--- config.mk ---
export PLATFORM = sky130hd
export DESIGN_NAME = audio_i2s_rx
export DESIGN_NICKNAME = d
export VERILOG_FILES = /design/src/rtl/audio_i2s_rx.sv
export SDC_FILE = /design/constraint.sdc
export NUM_CORES = 1
export LEC_CHECK = 0
export ABC_AREA = 1
export BUFFER_PORTS_ARGS = -buffer_cell sky130_fd_sc_hd__buf_2
export CAP_MARGIN = 0
export CORE_ASPECT_RATIO = 1.75
export CORE_MARGIN = 4
export CORE_UTILIZATION = 23
export DETAILED_ROUTE_END_ITERATION = 16
export PLACE_DENSITY = 0.4
export SLEW_MARGIN = 20
export SYNTH_ARGS = -nofsm -noshare
export SYNTH_HDL_FRONTEND = slang
export SYNTH_SLANG_ARGS = --single-unit
--- constraint.sdc ---
create_clock -name clk_clk -period 3.1 [get_ports clk_clk]
set_input_delay 0.465 -clock clk_clk [delete_from_list [all_inputs] [get_ports clk_clk]]
set_output_delay 0.465 -clock clk_clk [all_outputs]
set_load 0.05 [all_outputs]
--- src/rtl/audio_i2s_rx.sv ---
// I2S capture: synchronises the codec ADC pins, deserialises left/right
// words and queues complete stereo pairs in a small FIFO.
module audio_i2s_rx #(
  parameter int DATA_WIDTH = 24,
  parameter int FIFO_DEPTH = 2
) (
  input  logic                  clk_clk,
  input  logic                  reset_reset_n,
  input  logic                  audio_BCLK,
  input  logic                  audio_ADCLRCK,
  input  logic                  audio_ADCDAT,
  input  logic                  enable,
  output logic [DATA_WIDTH-1:0] sample_left,
  output logic [DATA_WIDTH-1:0] sample_right,
  output logic                  sample_valid,
  input  logic                  sample_ready,
  output logic                  overflow,
  input  logic                  overflow_clear,
  output logic [15:0]           frame_count
);

  localparam int AW = $clog2(FIFO_DEPTH);
  localparam int CW = $clog2(DATA_WIDTH + 1);

  typedef enum logic [2:0] {
    IDLE, SYNC, DELAY, SHIFT, DRAIN
  } state_t;

  state_t state, state_n;

  logic [2:0] bclk_q;
  logic [1:0] lrck_q;
  logic [1:0] dat_q;
  logic       lrck_last;
  logic       rise;
  logic       lrck;
  logic       dat;
  logic       lr_chg;

  logic [DATA_WIDTH-1:0] shreg, shreg_n;
  logic [DATA_WIDTH-1:0] left_word;
  logic [CW-1:0]         cnt, cnt_n;
  logic                  chan, chan_n;
  logic                  hold_left;
  logic                  push_n;
  logic                  push_pend;

  logic [DATA_WIDTH-1:0] mem_l [FIFO_DEPTH];
  logic [DATA_WIDTH-1:0] mem_r [FIFO_DEPTH];
  logic [AW:0]           wr_ptr, rd_ptr;
  logic                  empty, full, pop, push_ok, drop;

  // bclk_q[2] is the edge-detect flop behind the 2-flop synchroniser
  always_ff @(posedge clk_clk or negedge reset_reset_n) begin
    if (!reset_reset_n) begin
      bclk_q    <= '0;
      lrck_q    <= '0;
      dat_q     <= '0;
      lrck_last <= 1'b0;
    end else begin
      bclk_q <= {bclk_q[1:0], audio_BCLK};
      lrck_q <= {lrck_q[0], audio_ADCLRCK};
      dat_q  <= {dat_q[0], audio_ADCDAT};
      if (rise) lrck_last <= lrck;
    end
  end

  assign rise   = bclk_q[1] & ~bclk_q[2];
  assign lrck   = lrck_q[1];
  assign dat    = dat_q[1];
  assign lr_chg = lrck ^ lrck_last;

  always_ff @(posedge clk_clk or negedge reset_reset_n) begin
    if (!reset_reset_n) begin
      state     <= IDLE;
      shreg     <= '0;
      cnt       <= '0;
      chan      <= 1'b0;
      left_word <= '0;
      push_pend <= 1'b0;
    end else begin
      state     <= state_n;
      shreg     <= shreg_n;
      cnt       <= cnt_n;
      chan      <= chan_n;
      push_pend <= push_n;
      if (hold_left) left_word <= shreg_n;
    end
  end

  always_comb begin
    state_n   = state;
    shreg_n   = shreg;
    cnt_n     = cnt;
    chan_n    = chan;
    hold_left = 1'b0;
    push_n    = 1'b0;
    if (!enable) begin
      state_n = IDLE;
    end else begin
      unique case (state)
        IDLE: state_n = SYNC;
        SYNC: begin
          if (rise && lr_chg && !lrck) begin
            state_n = DELAY;
            chan_n  = 1'b0;
          end
        end
        DELAY, SHIFT: begin
          if (rise) begin
            if (lr_chg) begin
              // short word: drop it; a fresh left is needed
              state_n = lrck ? SYNC : DELAY;
              chan_n  = 1'b0;
            end else begin
              shreg_n = {shreg[DATA_WIDTH-2:0], dat};
              if (state == DELAY) begin
                cnt_n   = CW'(1);
                state_n = SHIFT;
              end else begin
                cnt_n = cnt + 1'b1;
                if (cnt == CW'(DATA_WIDTH - 1)) begin
                  state_n   = DRAIN;
                  hold_left = ~chan;
                  push_n    = chan;
                end
              end
            end
          end
        end
        DRAIN: begin
          if (rise && lr_chg) begin
            state_n = DELAY;
            chan_n  = lrck;
          end
        end
        default: state_n = IDLE;
      endcase
    end
  end

  assign empty   = (wr_ptr == rd_ptr);
  assign full    = (wr_ptr[AW] != rd_ptr[AW]) &&
                   (wr_ptr[AW-1:0] == rd_ptr[AW-1:0]);
  assign pop     = sample_valid & sample_ready;
  assign push_ok = push_pend & (~full | pop);
  assign drop    = push_pend & full & ~pop;

  always_ff @(posedge clk_clk or negedge reset_reset_n) begin
    if (!reset_reset_n) begin
      wr_ptr      <= '0;
      rd_ptr      <= '0;
      overflow    <= 1'b0;
      frame_count <= '0;
      for (int i = 0; i < FIFO_DEPTH; i++) begin
        mem_l[i] <= '0;
        mem_r[i] <= '0;
      end
    end else begin
      if (push_ok) begin
        mem_l[wr_ptr[AW-1:0]] <= left_word;
        mem_r[wr_ptr[AW-1:0]] <= shreg;
        wr_ptr      <= wr_ptr + 1'b1;
        frame_count <= frame_count + 16'd1;
      end
      if (pop) rd_ptr <= rd_ptr + 1'b1;
      if (drop) overflow <= 1'b1;
      else if (overflow_clear) overflow <= 1'b0;
    end
  end

  assign sample_valid = ~empty;
  assign sample_left  = empty ? '0 : mem_l[rd_ptr[AW-1:0]];
  assign sample_right = empty ? '0 : mem_r[rd_ptr[AW-1:0]];

endmodule

==> flow_metrics.tcl, run 1 <==
set metrics [dict create \
    start_util_pct 23.3 \
    diodes 0 \
    internal-power_mw 4.23 \
    cts_tree "built" \
    place_ws_ns 0.835 \
    fin_ws_ns 0.432 \
    relSlewSlack_pct 40.2 \
    post-cts-setup-buffer-count 0 \
    power_frac_clock_pct 38.7 \
    io_buffers 73 \
    grt_max_degree 82 \
    syn-instance-count 923 \
    ys_ff_latch 183 \
    finalSetupTns_ns 0 \
    final_core_util_pct 27.6 \
    clockBufferDepth 2 \
    hold_class "in2async" \
    gr-total-overflow 0 \
    layout-drive-gt1-share_pct 22.5 \
    finalPower_mw 6.39 \
    syn-num-nets 933 \
    synth_area_um2 8240 \
    synthDistinctLibCells 31 \
    power_density_nw_per_um2 654 \
    clock_insertion_delay_worst_skew_ns 0.45 \
    avgSynthCellArea_um2 8.93 \
    postRouteAntennaNets 0 \
    hpwl_um 14500 \
    cts.htree.levels 4 \
    antenna_found_initial 0 \
    die_h_um 258 \
    core_area_um2 35300 \
    first_global_vias 6328 \
    place_congestion 0.783 \
    grtUsageMet3_pct 2.24 \
    leakagePower_nw 4.52 \
    hold_viol 0 \
    grtUsageMet2_pct 18.9 \
    wl_per_cell_um 14.3 \
    setup_viol 0 \
    drtIter0Drc 325 \
    layout.nets 996 \
    slew_viol_final 0 \
    yosysSeqAreaShare_pct 55.6 \
    cts_buffers 17 \
    cp_max_fo 17 \
    placement_rows 91 \
    post_cts_resize_count 0 \
    period_minus_slack_ns 2.67 \
    first_pass_iters 4 \
    drc 0 \
    clk_pin_slew_ns 0.07 \
    seq_power_share_pct 39.4 \
    hold_buffers 0 \
    cts_sinks 183 \
    clock_skew_ns 0.0104 \
    synthToLayoutAreaGrowth_pct 18.4 \
    dp.cells 1432 \
    dieArea_um2 39000 \
    vias_per_cell 4.16 \
    fmax_ghz 0.375 \
    cap_violations 0 \
    rsz0062_at_grt "no" \
    pin_count 74 \
    top_usage_layer "met2" \
    cts-root-buf "clkbuf_16" \
    cp.arrival_ns 2.20 \
    yosys_warnings 0 \
    switching_share_pct 33.7 \
    drt_wl_total_um 20900 \
    worst-setup-path-type "reg2out" \
    switching_power_mw 2.15 \
    grt_pass1_wl_um 34500 \
    required_ns 2.63 \
    worstMarginPinSlew_ns 0.894 \
    fin_crit_sh_pct 86.1 \
    vdd_drop_max_v 0.000403 \
    status "completed" \
    num_vias 6083 \
    track_usage_pct 11.3 \
    comb_power_share_pct 21.8 \
    endpoint_kind "output pin" \
    worst_setup_path_start_kind "register" \
    final_cells 1464 \
    fillCellCount 3827 \
    die_w_um 151 \
    grtUsageMet1_pct 14.3 \
]
==> cells by family after synthesis <==
| group | after synthesis | synth area share (%) |
|---|---|---|
| compound gates | 208 | 14.6 |
| simple gates | 377 | 19.9 |
| fa+ha+maj | 2 | 0.304 |
| flops | 183 | 55.6 |
| buf+inv | 136 | 7.87 |
| xor+xnor | 17 | 1.81 |
==> metrics by stage <==
step	area [µm²]	hold WS [ns]
floorplan	8240	0.169
global placement	9090	0.333
detailed placement	9090	0.335
CTS	9760	0.0890
global route	9760	0.105
finish	9760	0.0565
==> critical path, cell delays in order (launching register included) <==
cell     delay, ns
dfrtp_1       0.40
xor2_1        0.24
inv_1         0.06
nand2_1       0.13
inv_2         0.20
buf_4         0.21
a21oi_1       0.19
buf_2         0.31
==> power groups by stage <==
stage	clock [mW]	sequential, mW	combinational, mW
2_1_floorplan	0	2.55	0.975
3_3_place_gp	0	2.56	1.43
3_5_place_dp	0	2.56	1.43
4_1_cts	2.57	2.52	1.44
5_1_grt	2.65	2.53	1.53
6_report	2.47	2.52	1.39
==> worst paths after layout <==
| kind | from | endpoint | cells past startpoint | slack [ns] |
|---|---|---|---|---|
| setup / recovery | wr_ptr[1] | sample_right[15] | 7 | 0.43 |
| hold / removal | reset_reset_n | mem_r[43] | 1 | 0.06 |
| setup reg to reg | state[2] | left_word[21] | 7 | 0.99 |
| hold reg to reg | bclk_q[0] | bclk_q[1] | 0 | 0.35 |
| max in group asynchronous | reset_reset_n | mem_r[32] | 2 | 2.27 |
| min in group clk_clk | audio_ADCLRCK | lrck_q[0] | 1 | 0.12 |
==> sequential cells by signal (all words and copies together), names as in the netlist, 2 cells and up <==
name / flops
left_word: 24
lrck_q: 2
cnt: 5
rd_ptr: 2
dat_q: 2
frame_count: 16
mem_l: 48
bclk_q: 3
shreg: 24
state: 3
wr_ptr: 2
mem_r: 48
==> layer usage <==
layer	wire [µm]	part of all wire [%]
met1	9250	44
met2	10300	49
met3	853	4.1
met4	505	2.4
met5	0	0
==> synthesized netlist by cell type <==
| library cell | instances | area, µm² |
|---|---|---|
| nand2_2 | 44 | 275 |
| nor2_4 | 3 | 33.8 |
| xor2_1 | 14 | 123 |
| o22ai_1 | 1 | 6.26 |
| nor4_1 | 1 | 6.26 |
| o21ai_1 | 48 | 240 |
| buf_6 | 8 | 90.1 |
| clkbuf_2 | 2 | 10.0 |
| nor2_2 | 1 | 6.26 |
| o31ai_1 | 1 | 7.51 |
| a21oi_1 | 50 | 250 |
| o211ai_1 | 1 | 7.51 |
| buf_8 | 4 | 60.1 |
| nor3_1 | 10 | 50.1 |
| inv_6 | 1 | 8.76 |
| buf_2 | 20 | 100 |
| dfrtp_1 | 183 | 4580 |
| o21ai_2 | 40 | 350 |
| nand2_1 | 264 | 991 |
| xnor2_1 | 3 | 26.3 |
| nand3_1 | 20 | 100 |
| nand4_1 | 8 | 50.1 |
| o21ai_0 | 66 | 330 |
| ha_1 | 2 | 25.0 |
| nand2_4 | 3 | 33.8 |
| inv_1 | 81 | 304 |
| nand3_2 | 1 | 10.0 |
| o21bai_1 | 1 | 7.51 |
| clkbuf_1 | 15 | 56.3 |
| nor2_1 | 22 | 82.6 |
| inv_2 | 5 | 18.8 |
==> cell type report <==
class	count	area (µm²)	share of cell area [%]
inverter	87	332	3.40
multi-input combinational	604	3010	30.9
clock buffer	19	453	4.64
tap	465	582	5.96
timing repair buffer	93	587	6.01
clock inverter	13	213	2.18
sequential	183	4580	46.9
==> placed cells by master (no fill, tap or decap), drive strengths merged <==
| cell type | instances |
|---|---|
| bufinv | 5 |
| nor2 | 26 |
| o21bai | 1 |
| inv | 90 |
| ha | 2 |
| buf | 92 |
| o22ai | 1 |
| nand4 | 8 |
| a21oi | 50 |
| o21ai | 154 |
| xor2 | 14 |
| xnor2 | 3 |
| nor3 | 10 |
| nand2 | 311 |
| dfrtp | 183 |
| o31ai | 1 |
| o211ai | 1 |
| nand3 | 21 |
| clkinv | 5 |
| nor4 | 1 |
| clkbuf | 20 |
(Power assumes the default switching activity.)
==> run 2: changes to the inputs <==
ABC_AREA = unset   (was 1)
==> run 2 against run 1 <==
The run now ends with negative hold slack left; critical endpoint is now sample_left[22]; flip-flop and latch count unchanged; largest cell class unchanged; synthesized cell count fell by 36%; setup slack lost 0.089 ns; critical path type unchanged; count of clock-buffer cells in the layout shrank 2; critical path depth decreased by 2; via count shrank 22%.
==> flow_metrics.tcl, run 2 <==
set metrics [dict create \
    grt_max_degree 64 \
    core_area_um2 34600 \
    mostFrequentLayoutCell "dfrtp_1" \
    period_minus_slack_ns 2.76 \
    synth.area.mux_share_pct 27.4 \
    status "finished with violations" \
    start_util_pct 23.3 \
    hold_class "in2async" \
    drtIter0Drc 199 \
    cap_violations 0 \
    post-cts-setup-buffer-count 0 \
    final_cells 1135 \
    timing.hold.ws_ns -0.000274 \
    first_global_vias 5121 \
    fmax_ghz 0.363 \
    most-common-layout-cells "dfrtp_1 (182), mux2_2 (127), buf_2 (72)" \
    num_vias 4728 \
    vdd_drop_max_v 0.000375 \
    place_ws_ns 0.777 \
    syn-num-nets 602 \
    die_h_um 256 \
    clock_skew_ns 0.0115 \
    required_ns 2.63 \
    postRouteAntennaNets 0 \
    slowest_delay_ns 0.48 \
    violations "negative hold slack" \
    die_w_um 149 \
    worst_setup_path_start_kind "register" \
    power_density_nw_per_um2 514 \
    clockBufferDepth 2 \
    endpoint_kind "output pin" \
    synth_simple_gate_area_share_pct 7.35 \
    layout.nets 672 \
    synth-edff-count 0 \
    diodes 0 \
    first_pass_iters 5 \
    path_cells "xnor2_1, and2_2, buf_4, nor2_1, buf_2" \
    reg2reg_slack_ns 0.80 \
    top_regs "mem_l (48), mem_r (48)" \
    final_area_um2 9560 \
    ys_async_sr_fraction_pct 100 \
    fin_ws_ns 0.343 \
    fin_crit_sh_pct 88.9 \
    syn-instance-count 592 \
    netlist_top_cells_area "dfrtp_1 (57%), mux2_2 (18%), mux2i_1 (6.1%), mux2_4 (3.5%), nor2_1 (2.6%)" \
    synth_common_cells "dfrtp_1 (183), mux2_2 (127), nor2_1 (56), mux2i_1 (49), nand2_1 (21)" \
    worst-setup-path-type "reg2out" \
    yosysMostFrequentCell "dfrtp_1" \
    slew_viol_final 0 \
    place_congestion 0.743 \
    clock_insertion_delay_worst_skew_ns 0.44 \
    relSlewSlack_pct 50.6 \
    clk_pin_slew_ns 0.08 \
    placed_cell_area_um2 8940 \
    rsz0062_at_grt "no" \
    cts_buffers 17 \
    track_usage_pct 9.90 \
    synth_top_area_share_pct 56.9 \
    setup_viol 0 \
    io_buffers 73 \
    synthDistinctLibCells 51 \
    hold_buffers 0 \
    hold_viol 1 \
    post_cts_resize_count 0 \
    ys_ff_latch 183 \
    cp_slowest_cell "and2_2" \
    worstMarginPinSlew_ns 0.740 \
    drc 0 \
    cts-root-buf "clkbuf_16" \
    gr-total-overflow 0 \
    drt_wl_total_um 18100 \
    synth_top_family_by_area "multiplexers" \
    cts_sinks 183 \
    finalSetupTns_ns 0 \
    cts_tree "built" \
    grt_pass1_wl_um 29300 \
    leakagePower_nw 4.61 \
    cp.arrival_ns 2.29 \
    rr_worst_depth 5 \
    yosysSeqAreaShare_pct 56.9 \
    placement_rows 90 \
    dp.cells 1103 \
    synth_flop_cell "dfrtp_1" \
    synth_xor_area_share_pct 2.69 \
    dieArea_um2 38200 \
    pin_count 74 \
    final_core_util_pct 27.7 \
    synth-compound-area-share_pct 2.33 \
    hpwl_um 11800 \
    cp_max_fo 13 \
    synth-adder-area-share_pct 0.311 \
    vias_per_cell 4.17 \
    synth_area_um2 8050 \
    cts.htree.levels 4 \
    antenna_found_initial 0 \
    wl_per_cell_um 16.0 \
    avgSynthCellArea_um2 13.6 \
    yosys_warnings 0 \
    layout-drive-gt1-share_pct 40.7 \
    synthToLayoutAreaGrowth_pct 18.7 \
    synth_top_cell_by_area "dfrtp_1" \
]
-- run 2: worst max-delay path, delay by kind of cell, from the launching register on --
kind                   cells  cell delay, ns
AND/OR/NAND/NOR            2            0.55
buffers and inverters      2            0.48
flip-flops                 1            0.41
XOR/XNOR                   1            0.41
-- run 2: worst paths after layout --
kind                                    start              end
max in group asynchronous       reset_reset_n        rd_ptr[0]
min in group clk_clk               audio_BCLK        bclk_q[0]
worst min-delay path            reset_reset_n        bclk_q[1]
worst max register to register       state[0]     left_word[7]
worst min register to register       dat_q[0]         dat_q[1]
worst max-delay path                wr_ptr[1]  sample_left[22]
-- run 2: power by group --
part / total [mW] / switching [mW] / internal [mW]
clock: 2.30 / 1.01 / 1.29
sequential: 2.45 / 0.0384 / 2.41
combinational: 0.158 / 0.102 / 0.0559
total: 4.92 / 1.15 / 3.76
-- run 2: kinds of logic after synthesis --
| family | count (synthesis) |
|---|---|
| muxes | 195 |
| DFF | 183 |
| and+or+nand+nor | 122 |
| buffers and inverters | 43 |
| AOI/OAI and AO/OA | 24 |
| xor gates and xnor gates | 23 |
| adders and majority gates | 2 |
-- run 2: cell type report --
cell class / instances / area [µm²]
flip-flops and latches: 183 / 4580
repair buffers: 85 / 524
fillers: 3568 / 25000
well taps: 460 / 576
multi-input cells: 366 / 3230
clock inverters: 15 / 194
inverters: 9 / 33.8
clock buffers: 17 / 425
-- run 2: per-layer routing --
layer	up-vias	wire, µm	GRT usage [%]
met4	0	253	3.23
li1	2214	-	-
met1	2429	7640	11.8
met3	10	667	2.67
met2	75	9550	17.1
met5	-	0	0
-- run 2: through the flow --
step	power, mW	hold slack [ns]
2_1_floorplan	2.58	0.169
3_3_place_gp	2.65	0.337
3_5_place_dp	2.66	0.335
4_1_cts	5.02	0.0110
5_1_grt	5.12	0.0373
6_report	4.92	-0.000274
